`src/rtl/alu_seq_pkg.sv`:
```
// -----------------------------------------------------------------------------
// alu_seq_pkg
// Shared definitions for the sequential ALU:
//   opcode_e  - 4-bit instruction opcodes
//   state_e   - control FSM states (IDLE / ITER / DONE)
//   OPC_MSB/OPC_LSB/DEST_MSB - instruction field positions
//   is_multi() - true for the iterative (multi-cycle) opcodes
// -----------------------------------------------------------------------------
package alu_seq_pkg;

  typedef enum logic [3:0] {
    OP_ADD = 4'h0,
    OP_SUB = 4'h1,
    OP_AND = 4'h2,
    OP_OR  = 4'h3,
    OP_XOR = 4'h4,
    OP_NOT = 4'h5,
    OP_SHL = 4'h6,
    OP_SHR = 4'h7,
    OP_MUL = 4'h8,
    OP_DIV = 4'h9,
    OP_MOD = 4'hA,
    OP_CMP = 4'hB,
    OP_INC = 4'hC,
    OP_DEC = 4'hD,
    OP_NOP = 4'hE,
    OP_CLR = 4'hF
  } opcode_e;

  typedef enum logic [1:0] {
    S_IDLE = 2'd0,
    S_ITER = 2'd1,
    S_DONE = 2'd2
  } state_e;

  // Instruction layout: opcode in [15:12], destination starts at bit 11
  // and extends downward by log2(NUM_OUT) bits.
  localparam int OPC_MSB  = 15;
  localparam int OPC_LSB  = 12;
  localparam int DEST_MSB = 11;

  function automatic logic is_multi(input opcode_e op);
    return (op == OP_MUL) || (op == OP_DIV) || (op == OP_MOD);
  endfunction

endpackage

```
`src/rtl/alu_seq_iter.sv`:
```
// -----------------------------------------------------------------------------
// alu_seq_iter
// Iterative multiply / divide datapath. One iteration per clock while active,
// exactly WIDTH iterations after start.
//   clk, rst      : clock, asynchronous active-low reset
//   start         : load operands and begin (op selects MUL / DIV / MOD)
//   op, a, b      : opcode and operands, sampled on start
//   done          : high on the cycle whose rising edge performs the final
//                   iteration; result/ovf are valid from the following cycle
//                   until the next start
//   result        : MUL low half, DIV quotient or MOD remainder
//   ovf           : MUL nonzero upper half, DIV/MOD divisor was zero
// -----------------------------------------------------------------------------
module alu_seq_iter
  import alu_seq_pkg::*;
#(
  parameter int WIDTH = 8
) (
  input  logic             clk,
  input  logic             rst,
  input  logic             start,
  input  opcode_e          op,
  input  logic [WIDTH-1:0] a,
  input  logic [WIDTH-1:0] b,
  output logic             done,
  output logic [WIDTH-1:0] result,
  output logic             ovf
);

  localparam int CW = $clog2(WIDTH);

  // hi/lo are shared: {product high, product low} for MUL,
  // {partial remainder, dividend-shifting-into-quotient} for DIV/MOD.
  logic [WIDTH-1:0] hi_q, lo_q, b_q;
  logic [WIDTH-1:0] hi_d, lo_d;
  logic [CW-1:0]    cnt_q;
  logic             active_q, is_mul_q, is_mod_q;

  logic [WIDTH:0]   mul_sum;
  logic [WIDTH:0]   div_shift;
  logic [WIDTH:0]   div_diff;
  logic             div_fits;

  // NOTE: every variable written here gets a value on every path, so no latches.
  always_comb begin
    mul_sum   = {1'b0, hi_q} + (lo_q[0] ? {1'b0, b_q} : '0);
    div_shift = {hi_q, lo_q[WIDTH-1]};
    div_fits  = div_shift >= {1'b0, b_q};
    div_diff  = div_shift - {1'b0, b_q};
    // Restoring divide: keep the subtraction only when the divisor fits.
    // With b==0 it always fits, giving all-ones quotient and remainder == a.
    hi_d = div_fits ? div_diff[WIDTH-1:0] : div_shift[WIDTH-1:0];
    lo_d = {lo_q[WIDTH-2:0], div_fits};
    if (is_mul_q) begin
      // Shift-add: conditionally add b to the high half, then shift right.
      hi_d = mul_sum[WIDTH:1];
      lo_d = {mul_sum[0], lo_q[WIDTH-1:1]};
    end
  end

  assign done = active_q && (cnt_q == CW'(WIDTH - 1));

  // NOTE: clocked state uses non-blocking assignments so all registers update together.
  always_ff @(posedge clk or negedge rst) begin
    if (!rst) begin
      hi_q     <= '0;
      lo_q     <= '0;
      b_q      <= '0;
      cnt_q    <= '0;
      active_q <= 1'b0;
      is_mul_q <= 1'b0;
      is_mod_q <= 1'b0;
    end else if (start) begin
      hi_q     <= '0;
      lo_q     <= a;
      b_q      <= b;
      cnt_q    <= '0;
      active_q <= 1'b1;
      is_mul_q <= (op == OP_MUL);
      is_mod_q <= (op == OP_MOD);
    end else if (active_q) begin
      hi_q  <= hi_d;
      lo_q  <= lo_d;
      cnt_q <= cnt_q + CW'(1);
      if (done) active_q <= 1'b0;
    end
  end

  assign result = is_mul_q ? lo_q : (is_mod_q ? hi_q : lo_q);
  assign ovf    = is_mul_q ? (|hi_q) : (b_q == '0);

endmodule

```
`src/rtl/alu_seq.sv`:
```
// -----------------------------------------------------------------------------
// alu_seq
// Sequential ALU with an output register bank. Single-cycle ops commit on the
// accepting edge; MUL/DIV/MOD run WIDTH iterations in alu_seq_iter and commit
// WIDTH+1 edges after acceptance.
//   clk, rst            : clock, asynchronous active-low reset
//   in_valid / in_ready : instruction handshake (ready only in IDLE)
//   instruction         : [15:12] opcode, [11 -: log2(NUM_OUT)] destination
//   data0, data1        : operands A and B
//   out                 : NUM_OUT x WIDTH result registers
//   res_valid           : one-cycle pulse on every commit
//   overflow_flag, zero_flag : flags of the last committed operation
//   busy                : multi-cycle operation in progress (ITER or DONE)
// -----------------------------------------------------------------------------
module alu_seq
  import alu_seq_pkg::*;
#(
  parameter int WIDTH   = 8,
  parameter int NUM_OUT = 4
) (
  input  logic                           clk,
  input  logic                           rst,
  input  logic                           in_valid,
  output logic                           in_ready,
  input  logic [15:0]                    instruction,
  input  logic [WIDTH-1:0]               data0,
  input  logic [WIDTH-1:0]               data1,
  output logic [NUM_OUT-1:0][WIDTH-1:0]  out,
  output logic                           res_valid,
  output logic                           overflow_flag,
  output logic                           zero_flag,
  output logic                           busy
);

  localparam int DW = $clog2(NUM_OUT);
  localparam int SW = $clog2(WIDTH);

  opcode_e         opc;
  logic [DW-1:0]   dest;
  logic            accept;
  logic            unused_instr;

  assign opc    = opcode_e'(instruction[OPC_MSB:OPC_LSB]);
  assign dest   = instruction[DEST_MSB -: DW];
  assign accept = in_valid && in_ready;
  // Bits below the destination field carry no meaning.
  assign unused_instr = ^instruction[DEST_MSB-DW:0];

  // ---------------------------------------------------------------------------
  // Single-cycle datapath
  // ---------------------------------------------------------------------------
  logic [WIDTH:0]       add_full;
  logic [2*WIDTH-1:0]   shl_full;
  logic [WIDTH-1:0]     alu_res;
  logic                 alu_ovf;
  logic                 alu_wr;      // writes out[dest]
  logic                 alu_commit;  // updates flags and pulses res_valid

  assign add_full = {1'b0, data0} + {1'b0, data1};
  // Widened shift so the bits pushed out the top remain visible for overflow.
  assign shl_full = {{WIDTH{1'b0}}, data0} << data1[SW-1:0];

  always_comb begin
    alu_res    = '0;
    alu_ovf    = 1'b0;
    alu_wr     = 1'b1;
    alu_commit = 1'b1;
    case (opc)
      OP_ADD: begin alu_res = add_full[WIDTH-1:0]; alu_ovf = add_full[WIDTH]; end
      OP_SUB: begin alu_res = data0 - data1;       alu_ovf = data0 < data1;   end
      OP_AND: alu_res = data0 & data1;
      OP_OR:  alu_res = data0 | data1;
      OP_XOR: alu_res = data0 ^ data1;
      OP_NOT: alu_res = ~data0;
      OP_SHL: begin alu_res = shl_full[WIDTH-1:0]; alu_ovf = |shl_full[2*WIDTH-1:WIDTH]; end
      OP_SHR: alu_res = data0 >> data1[SW-1:0];
      OP_CMP: begin
        alu_res = data0 - data1;
        alu_ovf = data0 < data1;
        alu_wr  = 1'b0;
      end
      OP_INC: begin alu_res = data0 + WIDTH'(1); alu_ovf = &data0;          end
      OP_DEC: begin alu_res = data0 - WIDTH'(1); alu_ovf = (data0 == '0);   end
      OP_CLR: alu_res = '0;
      // MUL/DIV/MOD commit from the FSM; NOP commits nothing.
      default: begin alu_wr = 1'b0; alu_commit = 1'b0; end
    endcase
  end

  // ---------------------------------------------------------------------------
  // Iterative multiply / divide
  // ---------------------------------------------------------------------------
  logic             iter_done;
  logic [WIDTH-1:0] iter_res;
  logic             iter_ovf;

  alu_seq_iter #(.WIDTH(WIDTH)) u_iter (
    .clk    (clk),
    .rst    (rst),
    .start  (accept && is_multi(opc)),
    .op     (opc),
    .a      (data0),
    .b      (data1),
    .done   (iter_done),
    .result (iter_res),
    .ovf    (iter_ovf)
  );

  // ---------------------------------------------------------------------------
  // Control FSM, register bank and flags
  // ---------------------------------------------------------------------------
  state_e        state_q;
  logic [DW-1:0] dest_q;

  // NOTE: the register bank is reset like ordinary flops because its cleared contents are visible on out.
  always_ff @(posedge clk or negedge rst) begin
    if (!rst) begin
      state_q       <= S_IDLE;
      dest_q        <= '0;
      in_ready      <= 1'b0;
      busy          <= 1'b0;
      res_valid     <= 1'b0;
      overflow_flag <= 1'b0;
      zero_flag     <= 1'b0;
      out           <= '0;
    end else begin
      res_valid <= 1'b0;
      case (state_q)
        S_IDLE: begin
          // Also raises in_ready on the first edge after reset release.
          in_ready <= 1'b1;
          if (accept) begin
            if (is_multi(opc)) begin
              state_q  <= S_ITER;
              dest_q   <= dest;
              in_ready <= 1'b0;
              busy     <= 1'b1;
            end else if (alu_commit) begin
              res_valid     <= 1'b1;
              overflow_flag <= alu_ovf;
              zero_flag     <= (alu_res == '0);
              if (alu_wr) out[dest] <= alu_res;
            end
          end
        end
        S_ITER: begin
          if (iter_done) state_q <= S_DONE;
        end
        S_DONE: begin
          state_q       <= S_IDLE;
          in_ready      <= 1'b1;
          busy          <= 1'b0;
          res_valid     <= 1'b1;
          overflow_flag <= iter_ovf;
          zero_flag     <= (iter_res == '0);
          out[dest_q]   <= iter_res;
        end
        default: begin
          state_q  <= S_IDLE;
          in_ready <= 1'b1;
          busy     <= 1'b0;
        end
      endcase
    end
  end

endmodule
```
`config.mk`:
```
export PLATFORM = sky130hd
export DESIGN_NAME = alu_seq
export DESIGN_NICKNAME = d
export VERILOG_FILES = /design/src/rtl/alu_seq_pkg.sv /design/src/rtl/alu_seq_iter.sv /design/src/rtl/alu_seq.sv
export SDC_FILE = /design/constraint.sdc
export NUM_CORES = 1
export LEC_CHECK = 0
export CORE_MARGIN = 2
export CORE_UTILIZATION = 49
export CTS_CLUSTER_DIAMETER = 200
export DETAILED_ROUTE_END_ITERATION = 12
export DONT_BUFFER_PORTS = 1
export PLACE_DENSITY = 0.74
export SLEW_MARGIN = 20
export SYNTH_ARGS = -nofsm -noshare
export SYNTH_HDL_FRONTEND = slang
export SYNTH_HIERARCHICAL = 1
export SYNTH_SLANG_ARGS = --single-unit
```
`constraint.sdc`:
```
create_clock -name clk -period 2.6 [get_ports clk]
set_input_delay 0.13 -clock clk [delete_from_list [all_inputs] [get_ports clk]]
set_output_delay 0.13 -clock clk [all_outputs]
set_load 0.005 [all_outputs]
```
==> results of run 1 <==
-- report_power, final --
group          leakage (nW)  switching (mW)  total, mW  internal (mW)
Sequential            0.869           0.494       2.08           1.59
Clock                 0.157           0.475       1.35          0.872
Combinational          1.96            1.84       3.31           1.47
Total                  2.99            2.81       6.73           3.93
-- per-layer routing --
layer  GRT usage (%)  share of wire (%)  up-vias
met1            36.8                 43     2949
met3            4.48                7.6       56
met2            42.4                 46      288
li1                -                  -     2952
met5               0                  0        -
met4            12.4                3.8        0
-- metrics by stage --
| step | std cells | hold slack (ns) | setup WS [ns] |
|---|---|---|---|
| 2_1_floorplan | 794 | -0.166 | 0.0290 |
| 5_1_grt | 976 | 0.0370 | 0.0554 |
| 6_report | 976 | 0.0113 | 0.247 |
| 3_5_place_dp | 940 | -0.163 | 0.113 |
| 4_1_cts | 976 | 0.0137 | 0.184 |
| 3_3_place_gp | 940 | -0.163 | 0.124 |
-- timing repair --
item,CTS,global route
hold endpoints to repair,90,0
hold buffers,20,0
setup endpoints to repair,0,2
gates resized for setup,0,2
-- state kept, by name, indices dropped and copies added (netlist names) --
register,cells
u_iter/b_q,8
out,32
busy,1
u_iter/hi_q,8
res_valid,1
in_ready,1
overflow_flag,1
u_iter/cnt_q,3
u_iter/is_mod_q,1
u_iter/active_q,1
dest_q,2
u_iter/lo_q,8
state_q,2
zero_flag,1
u_iter/is_mul_q,1
-- cells in the mapped netlist, types with 7 or more instances --
cell      count
inv_1        45
a31oi_1       8
o221ai_1      9
nor2_1       41
nand2b_1     14
nor2b_1      12
a21oi_1      33
nand2_1      85
a211oi_1     10
o21ai_1       9
buf_2        16
mux2i_1      25
o21a_1       16
and2_1        7
nor3_1        9
ha_1         44
dfrtp_1      71
o21ai_0      78
mux2_2       13
nor4_1       11
o22ai_1       9
nand3_1      15
clkbuf_1     25
xnor2_1      15
or3_1        10
-- cells by family after synthesis --
family	synth area share, %
compound gates	28.0
xor+xnor	2.51
fa+ha+maj	9.51
buf+inv	6.47
flops	26.8
mux	7.68
simple gates	19.1
-- final cells by class --
class | instances | area, sq um
flip-flops and latches | 71 | 1780
inverters | 48 | 180
well taps | 176 | 220
clock inverters | 4 | 77.6
fillers | 1228 | 5930
clock buffers | 12 | 246
repair buffers | 41 | 375
multi-input cells | 624 | 4440
-- cell usage in the layout, fill, tap and decap left out, drive strengths merged, types with 13 or more instances in the layout --
master       count
o21ai           87
nand2           85
dfrtp           71
inv             48
ha              44
nor2            41
a21oi           36
mux2i           25
buf             22
dlygate4sd3     19
o21a            16
xnor2           15
nand3           15
nand2b          14
mux2            13
-- path summary, 6_finish.rpt --
path,end,depth (start not counted)
max in group asynchronous,out[17],2
worst max-delay path,u_iter/hi_q[6],10
worst min register to register,out[17],2
min in group asynchronous,u_iter/b_q[6],2
worst min-delay path,u_iter/lo_q[0],2
worst max register to register,u_iter/hi_q[6],10
==> results.yml, run 1 <==
run_status:
  status: "complete, no violations"
final_layout:
  drive_gt1_share_pct: 10.9
  final_net_count: 878
  antenna_cells: 0
  syn_to_final_growth_pct: 10.3
  final_util_pct: 55.2
  finalInstanceArea_sq_mm: 0.00732
global_route:
  antenna_found_initial: 0
  grt_max_degree: 72
  grt_first_pass_wirelength_mm: 31.5
  overflow: 0
  grt_usage_pct: 27.1
  grt_pass1_vias: 6026
synth:
  synth_cells: 794
  synth_nets: 877
  ys_ff_latch: 71
  async_flop_share_pct: 100
  yosysTopAreaCellShare_pct: 26.8
  synth_area_per_cell_sq_um: 8.35
  yosysWarningCount: 6
  synth_area_leaders: "dfrtp_1 27%, ha_1 8.3%, o21ai_0 5.9%"
  synth_top_area_cell: "dfrtp_1"
  ys.flop_type: "dfrtp_1"
  seq_area_frac_synth_pct: 26.8
  synth_edf_count: 0
  synth_cell_type_count: 84
  syn_area_sq_mm: 0.00663
clock_network:
  cts_setup_buffers: 0
  clkSinkCount: 71
  cts_buffers: 9
  clock_latency_ns: 0.33
  clk_pin_slew_ns: 0.06
  clk_path_buf_depth: 2
  cts_root_buf: "clkbuf_16"
  h-tree-depth: 3
  cts_tree: "yes"
power_and_ir_drop:
  vdd_drop_max_uv: 374
  p_leak_nw: 2.99
  power_mw: 6.73
  powerDensity_mw_per_mm2: 921
sta:
  final.setup.tns_ns: 0
  worst_slew_pin_slew_ns: 1.01
  setup_viol_count_final: 0
  fin_crit_sh_pct: 90.5
  drv_slew: 0
  skew_ns: 0.00732
  hold_viol_final: 0
  max-slew-margin-rel_pct: 32.4
  rsz0062_at_grt: "false"
  min_period_ns: 2.35
  max_freq_ghz: 0.425
floorplan:
  io_pins: 72
  die_area_sq_mm: 0.0145
  core_area_sq_mm: 0.0132
  initial_core_util_pct: 50.1
  rows: 42
  dieWidth_um: 120
  dieHeight_um: 120
hold_path:
  min_from: "data0[0]"
  hold_class: "primary input to register"
routing:
  wl_per_cell_um: 19.5
  wirelength_mm: 19.1
  drc: 0
  antenna_left: 0
  viasPerCell: 6.40
  vias: 6245
  dr.pass1.iters: 5
  dr.first_iter.drc_count: 675
critical_path:
  cp_num_buf_inv: 2
  crit_path_end_kind: "register"
  cp-start-kind: "register"
  cpMaxStageDelayCell: "fa_1"
  cp.required_ns: 2.86
  crit_family: "compound AO/OA/AOI/OAI gates"
  worstPathArrival_ns: 2.61
  cp_max_fo: 4
  critical_path.startpoint: "u_iter/lo_q[7]"
  crit_type: "register to register"
  cp_cell_sequence: "inv_1 > ha_1 > inv_1 > fa_1 > a211oi_1 > o21ai_0 > nand3_1 > o21ai_1 > a211o_1 > a21oi_1"
  crit_top_cell: "inv_1"
  r2r_setup_slack_ns: 0.25
  r2r_start: "u_iter/lo_q[7]"
  crit_path_max_incr_delay_ns: 0.43
place:
  hpwl_mm: 13.7
  gp_congestion: 0.959
  port_buffers: 0
  placed_area_sq_mm: 0.00677
job:
  maxCapViolations: 0
(Power assumes the default switching activity.)
==> run 2, diff against run 1 <==
Settings changed: HOLD_SLACK_MARGIN set to 0.12.
==> run 2 against run 1 <==
  * Sequential power is essentially flat
  * Combinational power about the same
  * Critical path depth did not move
  * Total power rose by 0.12%
  * Worst hold slack improved by 0.13 ns
  * Die area unchanged
  * Routed wire length up 1.4%
  * Clock skew about the same
  * Highest routed layer unchanged
  * Register-to-register slack about the same
  * Sequential share of layout area down 0.20 points
  * Maximum frequency is essentially flat
  * Final area up 0.82%
==> results.yml, run 2 (synthesis gave the netlist of run 1 again) <==
floorplan:
  core_area_sq_mm: 0.0132
  die_area_sq_mm: 0.0145
  initial_core_util_pct: 50.1
  dieWidth_um: 120
  io_pins: 72
  dieHeight_um: 120
  rows: 42
global_route:
  grt_usage_pct: 27.4
  grt_first_pass_wirelength_mm: 31.7
  overflow: 0
  grt_pass1_vias: 6061
  antenna_found_initial: 0
  grt_max_degree: 72
power_and_ir_drop:
  intPower_mw: 3.93
  swShare_pct: 41.6
  p_clk_share_pct: 20.0
  pwr-share-seq_pct: 30.8
  p_sw_mw: 2.81
  vdd_drop_max_uv: 374
  p_leak_nw: 3.02
  powerDensity_mw_per_mm2: 914
  power.share.combinational_pct: 49.2
place:
  port_buffers: 0
  hpwl_mm: 13.7
  dpl_worst_slack_ns: 0.113
  gp_congestion: 0.959
  dp_cells: 940
sta:
  hold_viol_final: 0
  max-slew-margin-rel_pct: 33.8
  max_freq_ghz: 0.425
  worst_slew_pin_slew_ns: 0.994
  layout_setup_ws_ns: 0.247
  min_period_ns: 2.35
  rsz0062_at_grt: "false"
  skew_ns: 0.00775
  final.setup.tns_ns: 0
  fin_crit_sh_pct: 90.5
  setup_viol_count_final: 0
  drv_slew: 0
critical_path:
  r2r_setup_slack_ns: 0.25
  crit_path_end_kind: "register"
  cp.required_ns: 2.86
  critical_path.startpoint: "u_iter/lo_q[7]"
  endpoint: "u_iter/hi_q[6]"
  r2r_start: "u_iter/lo_q[7]"
  rr_worst_depth: 10
  worstPathArrival_ns: 2.61
  r2r_end: "u_iter/hi_q[6]"
  cp-start-kind: "register"
  cp_max_fo: 4
  crit_type: "register to register"
final_layout:
  final_util_pct: 55.7
  regMostFlops: "out"
  largest_reg_flops: 32
  instances_no_fill: 982
  final_net_count: 884
  syn_to_final_growth_pct: 11.2
  final_cell_mix: "85 x nand2_1, 78 x o21ai_0, 71 x dfrtp_1, 45 x inv_1, 44 x ha_1"
  final_common_cell: "nand2_1"
  regArea_sq_mm: 0.00178
  multiInputGateArea_sq_mm: 0.00444
  antenna_cells: 0
  fill_cells: 1220
  drive_gt1_share_pct: 10.8
clock_network:
  cts_tree: "yes"
  clkSinkCount: 71
  clock_latency_ns: 0.33
  h-tree-depth: 3
  cts_buffers: 9
  cts_root_buf: "clkbuf_16"
  clk_pin_slew_ns: 0.06
  cts_setup_buffers: 0
  clk_path_buf_depth: 2
hold_path:
  hold_class: "primary input to register"
routing:
  dr.first_iter.drc_count: 643
  drc: 0
  wl_per_cell_um: 19.7
  dr.pass1.iters: 5
  vias: 6318
  wirelength_mm: 19.3
  antenna_left: 0
  viasPerCell: 6.43
job:
  maxCapViolations: 0
run_status:
  status: "complete, no violations"
-- run 2: cell types whose count changed in the layout (fill, tap and decap cells not counted) --
cell	previous run	this run
dlygate4sd3_1	19	25
-- run 2: worst min-delay path by stage --
stage,from,endpoint,slack (ns),cells after the start
CTS,instruction[10],out[15],0.13,3
global route,instruction[10],out[15],0.14,3
detailed placement,rst,u_iter/b_q[4],-0.16,0
global placement,rst,u_iter/b_q[4],-0.16,0
floorplan,rst,busy,-0.17,0
finish,instruction[10],out[15],0.14,3
-- run 2: worst max-delay path: stages (launching register included) --
cell,delay (ns)
dfrtp_1,0.42
inv_1,0.12
ha_1,0.19
inv_1,0.06
fa_1,0.43
a211oi_1,0.33
o21ai_0,0.15
nand3_1,0.08
o21ai_1,0.07
a211o_1,0.30
a21oi_1,0.13
-- run 2: cell type report --
| type | count | area share [%] |
|---|---|---|
| Sequential cell | 71 | 24.1 |
| Inverter | 48 | 2.44 |
| Timing Repair Buffer | 47 | 5.90 |
| Tap cell | 176 | 2.99 |
| Clock buffer | 12 | 3.34 |
| Clock inverter | 4 | 1.05 |
| Multi-Input combinational cell | 624 | 60.2 |
-- run 2: timing repair --
item | in CTS | in global routing
hold buffers | 26 | 0
setup endpoints to repair | 0 | 2
endpoints found under the hold margin | 96 | 0
resized for setup | 0 | 2
-- run 2: per-stage QoR --
step           area, sq um  hold slack [ns]  total power [mW]
2_1_floorplan         6640           -0.166              4.48
3_3_place_gp          6770           -0.163              5.19
3_5_place_dp          6770           -0.163              5.27
4_1_cts               7370            0.129              6.70
5_1_grt               7380            0.136              7.24
6_report              7380            0.139              6.74
-- run 2: power by group through the flow --
| stage | Combinational, mW | Sequential, mW | Clock (mW) |
|---|---|---|---|
| 2_1_floorplan | 2.56 | 1.92 | 0 |
| 3_3_place_gp | 3.11 | 2.09 | 0 |
| 3_5_place_dp | 3.17 | 2.10 | 0 |
| 4_1_cts | 3.26 | 2.08 | 1.36 |
| 5_1_grt | 3.69 | 2.14 | 1.41 |
| 6_report | 3.32 | 2.08 | 1.35 |
-- run 2: layer usage --
metal	GRT usage, %	wire, um	up-vias
li1	-	-	2966
met1	37.5	8300	2985
met2	42.4	8770	311
met3	4.39	1550	56
met4	12.7	706	0
met5	0	0	-
